### config.mk
export PLATFORM = sky130hd
export DESIGN_NAME = barrel_shifter_pipe
export DESIGN_NICKNAME = d
export VERILOG_FILES = /design/src/rtl/barrel_shift_pkg.sv /design/src/rtl/bsp_stage.sv /design/src/rtl/barrel_shifter_pipe.sv
export SDC_FILE = /design/constraint.sdc
export NUM_CORES = 2
export LEC_CHECK = 0
export CAP_MARGIN = 5
export CORE_ASPECT_RATIO = 1.5
export CORE_MARGIN = 3
export CORE_UTILIZATION = 39
export CTS_CLUSTER_SIZE = 14
export DETAILED_ROUTE_END_ITERATION = 7
export GPL_TIMING_DRIVEN = 1
export PLACE_DENSITY = 0.6
export SLEW_MARGIN = 10
export SYNTH_ARGS = -nofsm -noshare
export SYNTH_HDL_FRONTEND = slang
export SYNTH_SLANG_ARGS = --single-unit
### constraint.sdc
create_clock -name i_clk -period 2.2 [get_ports i_clk]
set_input_delay 0.44 -clock i_clk [delete_from_list [all_inputs] [get_ports i_clk]]
set_output_delay 0.44 -clock i_clk [all_outputs]
set_load 0.02 [all_outputs]
### src/rtl/barrel_shift_pkg.sv
// Shared types, default widths and stage-count helper for the pipelined barrel shifter.
package barrel_shift_pkg;

    typedef enum logic {
        SHIFT_LEFT  = 1'b0,
        SHIFT_RIGHT = 1'b1
    } shift_dir_e;

    localparam int unsigned WIDTH_DEF      = 196;
    localparam int unsigned I_WIDTH_DEF    = 128;
    localparam int unsigned SHIFT_BIT_DEF  = 7;
    localparam int unsigned PIPE_EVERY_DEF = 2;
    localparam int unsigned TAG_W_DEF      = 8;

    // Number of register stages needed to cover every shift level.
    function automatic int unsigned calc_nreg(input int unsigned shift_bit,
                                              input int unsigned pipe_every);
        return (shift_bit + pipe_every - 1) / pipe_every;
    endfunction

endpackage

### src/rtl/bsp_stage.sv
// One pipeline stage: LVL_N shift levels starting at level LVL_LO, then the stage register.
// BARREL_SHIFTER_PIPE_RIGHT_EN adds per-beat direction (right-shift mux and dir register).
module bsp_stage
    import barrel_shift_pkg::*;
#(
    parameter int unsigned WIDTH     = WIDTH_DEF,
    parameter int unsigned SHIFT_BIT = SHIFT_BIT_DEF,
    parameter int unsigned TAG_W     = TAG_W_DEF,
    parameter int unsigned LVL_LO    = 0,
    parameter int unsigned LVL_N     = 1
) (
    input  logic                 clk,
    input  logic                 rst_n,
    input  logic                 flush,
    input  logic                 en,
    input  logic                 valid_i,
    input  logic [WIDTH-1:0]     word_i,
    input  logic [SHIFT_BIT-1:0] amt_i,
`ifdef BARREL_SHIFTER_PIPE_RIGHT_EN
    input  shift_dir_e           dir_i,
    output shift_dir_e           dir_o,
`endif
    input  logic [TAG_W-1:0]     tag_i,
    output logic                 valid_o,
    output logic [WIDTH-1:0]     word_o,
    output logic [SHIFT_BIT-1:0] amt_o,
    output logic [TAG_W-1:0]     tag_o
);

    // Amount bits consumed by this stage; cleared before being handed on.
    localparam logic [SHIFT_BIT-1:0] LVL_MASK =
        SHIFT_BIT'(((64'd1 << LVL_N) - 64'd1) << LVL_LO);

    logic [LVL_N-1:0]     rem_c;
    logic [WIDTH-1:0]     shift_c;
    logic                 valid_d, valid_q;
    logic [WIDTH-1:0]     word_d, word_q;
    logic [SHIFT_BIT-1:0] amt_d, amt_q;
    logic [TAG_W-1:0]     tag_d, tag_q;
`ifdef BARREL_SHIFTER_PIPE_RIGHT_EN
    shift_dir_e           dir_d, dir_q;
`endif

    // Shift levels; a level of 2^k >= WIDTH naturally yields zero.
    always_comb begin
        rem_c   = amt_i[LVL_LO +: LVL_N];
        shift_c = word_i;
        for (int unsigned k = 0; k < LVL_N; k++) begin
            if (rem_c[0]) begin
`ifdef BARREL_SHIFTER_PIPE_RIGHT_EN
                if (dir_i == SHIFT_RIGHT) begin
                    shift_c = shift_c >> (1 << (LVL_LO + k));
                end else begin
                    shift_c = shift_c << (1 << (LVL_LO + k));
                end
`else
                shift_c = shift_c << (1 << (LVL_LO + k));
`endif
            end
            rem_c = rem_c >> 1;
        end
    end

    always_comb begin
        valid_d = flush ? 1'b0 : (en ? valid_i : valid_q);
        word_d  = en ? shift_c : word_q;
        amt_d   = en ? (amt_i & ~LVL_MASK) : amt_q;
        tag_d   = en ? tag_i : tag_q;
`ifdef BARREL_SHIFTER_PIPE_RIGHT_EN
        dir_d   = en ? dir_i : dir_q;
`endif
    end

    always_ff @(posedge clk) begin
        if (!rst_n) begin
            valid_q <= 1'b0;
            word_q  <= '0;
            amt_q   <= '0;
            tag_q   <= '0;
`ifdef BARREL_SHIFTER_PIPE_RIGHT_EN
            dir_q   <= SHIFT_LEFT;
`endif
        end else begin
            valid_q <= valid_d;
            word_q  <= word_d;
            amt_q   <= amt_d;
            tag_q   <= tag_d;
`ifdef BARREL_SHIFTER_PIPE_RIGHT_EN
            dir_q   <= dir_d;
`endif
        end
    end

    assign valid_o = valid_q;
    assign word_o  = word_q;
    assign amt_o   = amt_q;
    assign tag_o   = tag_q;
`ifdef BARREL_SHIFTER_PIPE_RIGHT_EN
    assign dir_o   = dir_q;
`endif

endmodule

### src/rtl/barrel_shifter_pipe.sv
// Pipelined logical barrel shifter with valid/ready, tag sideband and synchronous flush.
// BARREL_SHIFTER_PIPE_RIGHT_EN enables per-beat right shifts via i_dir; otherwise all beats shift left.
module barrel_shifter_pipe
    import barrel_shift_pkg::*;
#(
    parameter int unsigned WIDTH      = WIDTH_DEF,
    parameter int unsigned I_WIDTH    = I_WIDTH_DEF,
    parameter int unsigned SHIFT_BIT  = SHIFT_BIT_DEF,
    parameter int unsigned PIPE_EVERY = PIPE_EVERY_DEF,
    parameter int unsigned TAG_W      = TAG_W_DEF
) (
    input  logic                 i_clk,
    input  logic                 i_rst_n,
    input  logic                 i_flush,
    input  logic                 i_valid,
    output logic                 o_ready,
    input  logic [I_WIDTH-1:0]   i_word,
    input  logic [SHIFT_BIT-1:0] i_amt,
    input  logic                 i_dir,
    input  logic [TAG_W-1:0]     i_tag,
    output logic                 o_valid,
    input  logic                 i_ready,
    output logic [WIDTH-1:0]     o_word,
    output logic [TAG_W-1:0]     o_tag
);

    localparam int unsigned NREG = calc_nreg(SHIFT_BIT, PIPE_EVERY);

    logic                 en_c;
    logic                 acc_c;
    logic                 valid_c [1:NREG];
    logic [WIDTH-1:0]     word_c  [0:NREG];
    logic [SHIFT_BIT-1:0] amt_c   [0:NREG];
    logic [TAG_W-1:0]     tag_c   [0:NREG];
    logic [SHIFT_BIT-1:0] unused_amt;

    // Whole pipe advances together; bubbles are kept, not collapsed.
    assign en_c      = !o_valid || i_ready;
    assign o_ready   = en_c && !i_flush;
    assign acc_c     = i_valid && o_ready;
    assign word_c[0] = WIDTH'(i_word);
    assign amt_c[0]  = i_amt;
    assign tag_c[0]  = i_tag;

`ifdef BARREL_SHIFTER_PIPE_RIGHT_EN
    shift_dir_e dir_c [0:NREG];
    shift_dir_e unused_dir;
    assign dir_c[0]   = shift_dir_e'(i_dir);
    assign unused_dir = dir_c[NREG];
`else
    logic unused_dir;
    assign unused_dir = i_dir;
`endif

    for (genvar i = 0; i < NREG; i++) begin : g_stage
        localparam int unsigned LO = i * PIPE_EVERY;
        localparam int unsigned N  = (SHIFT_BIT - LO < PIPE_EVERY) ? (SHIFT_BIT - LO) : PIPE_EVERY;

        logic vin;
        if (i == 0) begin : g_head
            assign vin = acc_c;
        end else begin : g_body
            assign vin = valid_c[i];
        end

        bsp_stage #(
            .WIDTH     (WIDTH),
            .SHIFT_BIT (SHIFT_BIT),
            .TAG_W     (TAG_W),
            .LVL_LO    (LO),
            .LVL_N     (N)
        ) u_stage (
            .clk     (i_clk),
            .rst_n   (i_rst_n),
            .flush   (i_flush),
            .en      (en_c),
            .valid_i (vin),
            .word_i  (word_c[i]),
            .amt_i   (amt_c[i]),
`ifdef BARREL_SHIFTER_PIPE_RIGHT_EN
            .dir_i   (dir_c[i]),
            .dir_o   (dir_c[i+1]),
`endif
            .tag_i   (tag_c[i]),
            .valid_o (valid_c[i+1]),
            .word_o  (word_c[i+1]),
            .amt_o   (amt_c[i+1]),
            .tag_o   (tag_c[i+1])
        );
    end

    // Residual amount after the last stage is always fully consumed.
    assign unused_amt = amt_c[NREG];

    assign o_valid = valid_c[NREG];
    assign o_word  = word_c[NREG];
    assign o_tag   = tag_c[NREG];

endmodule

==> metrics <==
area share of and/or/nand/nor cells after synthesis 13.95%; total number of vias 27104; Max Transition Viols Final 0; CP Max Fanout 2; Post-DP HPWL 90.34 mm; status complete, no violations; Initial Utilization 39.67%; Setup CP Type reg2out; Syn. warnings 0; Ports 355; crit-path max cell delay 0.38 ns; power density over the cells 759.8 nW/um^2; global-route wire length before repair 173.3 mm; min Tclk post-route 2.132 ns; residual DRC count 0; Leakage 14.93 nW; clock root buffer clkbuf_16; Critical Path AT 1.69 ns; drt pass-1 iters 8; Max Root-Sink Buffers 3; Sw Ratio 25.84%; period utilization 96.92%; critical path's slowest cell dfxtp_4; hold buffer count at CTS 0; Sum Neg Setup Slack 0 ns; sequential share of power 48.0%; combinational power share 10.1%; most common cell after layout, fill and taps aside dfxtp_1; Routed Antenna Nets 0; Total Wirelength 118.1 mm; DR WL/cell 26.28 um; largest family of logic cells by synthesized area compound AO/OA/AOI/OAI gates; Req. time, crit path 1.76 ns; Clk pwr share 41.9%; Slew headroom 27.11%; clock slew at reported path FFs 0.07 ns; vias in the first global route 26369; count of clock tree sinks 706; die span in x 237.9 um; CTS tree done; Multi-input gate area 15690 um^2; Cells after Synth 3170; Num CTS Buffers 70; Synth Cell Area 31460 um^2; Seq cells post-synth 706; Seq/Total Area, Yosys 44.93%; Worst Skew 0.02898 ns; Power Total 29.46 mW; P_sw 7.614 mW; startpoint types flop; Setup violations, final 0; synth unique cells 36; DR top layer met4; Met2 Wirelength 57.28 mm; Fillers 7325; grt total ovfl 0; routability congestion estimate 0.9152; Area Growth Syn to Fin 23.27%; H-tree Lvls 3; DIE AREA 84170 um^2; Critical Path Sink Type primary output; Max Cap Violations 0; Site Rows 126; initial antenna violation count 1; core area 79300 um^2; post-synth net total 3319; Final Hold Fails 0; XOR/XNOR Fraction of Synth Area 0%; mux cell area share after synthesis 16.25%; Total GRT Usage 26.99%; largest net degree at the start of global routing 115; Synth Area in Compound Gates 19.53%; Syn Area/Cell 9.924 um^2; most frequent cells in the layout dfxtp_1 (702), mux2i_1 (486), nand3_1 (373); Post-Route M1 WL 47.87 mm; fmax 0.4690 GHz; metal3 WL 6.740 mm; Cell Int Power 21.85 mW; RSZ-0062 raised after global routing false; # port buffers 353; Max VDD drop 538.2 uV; Initial DRC Count 2505; Hold Crit Class in2reg; Adder-Cell Fraction of Synth Area 0%; worst slew pin tran 1.087 ns; Register Area 14150 um^2; die height 353.8 um; Vias/cell 6.032; final net count 3566; worst path cell trace and2b_4 > nor2_1 > dlygate4sd2_1; Skew-Pair Late Insertion Delay 0.64 ns; layout cells sized above 1 8.939%
[what timing repair did]
item	4_1_cts	5_1_grt
setup buffers	1	0
pin swaps	0	0
cloned	0	0
setup endpoints to repair	2	2
endpoints found under the hold margin	0	0
gates resized for setup	4	1
[cell usage after synthesis]
master	instances	area share [%]
a21boi_0	170	4.1
a21oi_1	4	0.064
a221o_1	40	1.3
a22o_1	24	0.67
a31oi_1	1	0.020
and2_1	1	0.020
and2b_4	1	0.032
and3_1	1	0.020
and4_1	1	0.028
buf_1	7	0.084
buf_2	205	3.3
buf_4	15	0.36
buf_6	9	0.32
clkbuf_1	110	1.3
dfxtp_1	706	45
mux2_2	22	0.79
mux2i_1	486	15
nand2_1	347	4.1
nand2b_1	5	0.099
nand2b_4	1	0.044
nand3_1	376	6.0
nand3b_1	87	2.1
nand4_1	9	0.18
nand4b_1	2	0.056
nor2_1	5	0.060
nor3_1	41	0.65
nor3_2	1	0.032
nor3b_1	1	0.024
nor3b_4	1	0.060
o211a_1	127	4.0
o211ai_1	22	0.53
o21a_1	1	0.024
o21ai_0	2	0.032
o221ai_1	317	8.8
or3_1	21	0.42
or4b_1	1	0.032
[power groups by stage]
stage	Combinational [mW]	Sequential (mW)	Clock (mW)
after floorplan	1.70	14.1	0
after global placement	2.92	14.4	0
after detailed placement	2.96	14.4	0
after CTS	2.97	14.1	12.5
after global routing	3.19	14.2	13.0
final	2.99	14.1	12.3
[critical path: cells and delay by family, from the launching register on]
kind                   cells  cell delay (ns)
buffers and inverters      1             0.34
and+or+nand+nor            2             0.32
DFF                        1             0.38
[cells by family after synthesis]
logic type,Yosys count
muxes,508
buffers and inverters,346
AOI/OAI and AO/OA,708
DFF,706
and+or+nand+nor,902
[state kept, by name (all words and copies together), names as in the netlist]
register,cells
g_stage.u_stage.word_o,661
g_stage.u_stage.tag_o,32
g_stage.u_stage.amt_o,9
g_stage.u_stage.valid_o,4
[stage by stage]
step                setup WS [ns]  cell area (um^2)  hold WS [ns]  std cells  utilization, %
detailed placement        -0.2660             36430        0.4434       4368           45.94
CTS                       0.03455             38770        0.1515       4492           48.89
finish                    0.06773             38780        0.1730       4493           48.90
global placement          -0.2391             36430        0.4387       4368           45.94
floorplan                  0.3763             31460        0.4321       3170               -
global route             0.004828             38770        0.1765       4492           48.90
[cell type report]
class | count | area share (%)
antenna | 1 | 0.006453
clock buffer | 108 | 5.492
clock inverter | 15 | 0.5195
multi-input combinational | 2118 | 40.45
sequential | 706 | 36.49
tap | 1024 | 3.304
timing repair buffer | 521 | 13.74
[path summary, 6_finish.rpt]
| path | start | endpoint | slack, ns | depth (start not counted) |
|---|---|---|---|---|
| max | g_stage[3].u_stage.valid_o | o_ready | 0.07 | 3 |
| min | i_rst_n | g_stage[3].u_stage.word_o[48] | 0.17 | 2 |
| max reg2reg | g_stage[3].u_stage.valid_o | g_stage[2].u_stage.word_o[40] | 0.13 | 4 |
| min reg2reg | g_stage[1].u_stage.valid_o | g_stage[1].u_stage.valid_o | 0.45 | 2 |
[per-layer routing]
layer,vias up,track usage [%]
li1,12523,-
met1,13202,33.50
met2,1153,46.08
met3,226,3.179
met4,0,13.66
met5,-,0
Power figures use the tool's default switching activity.
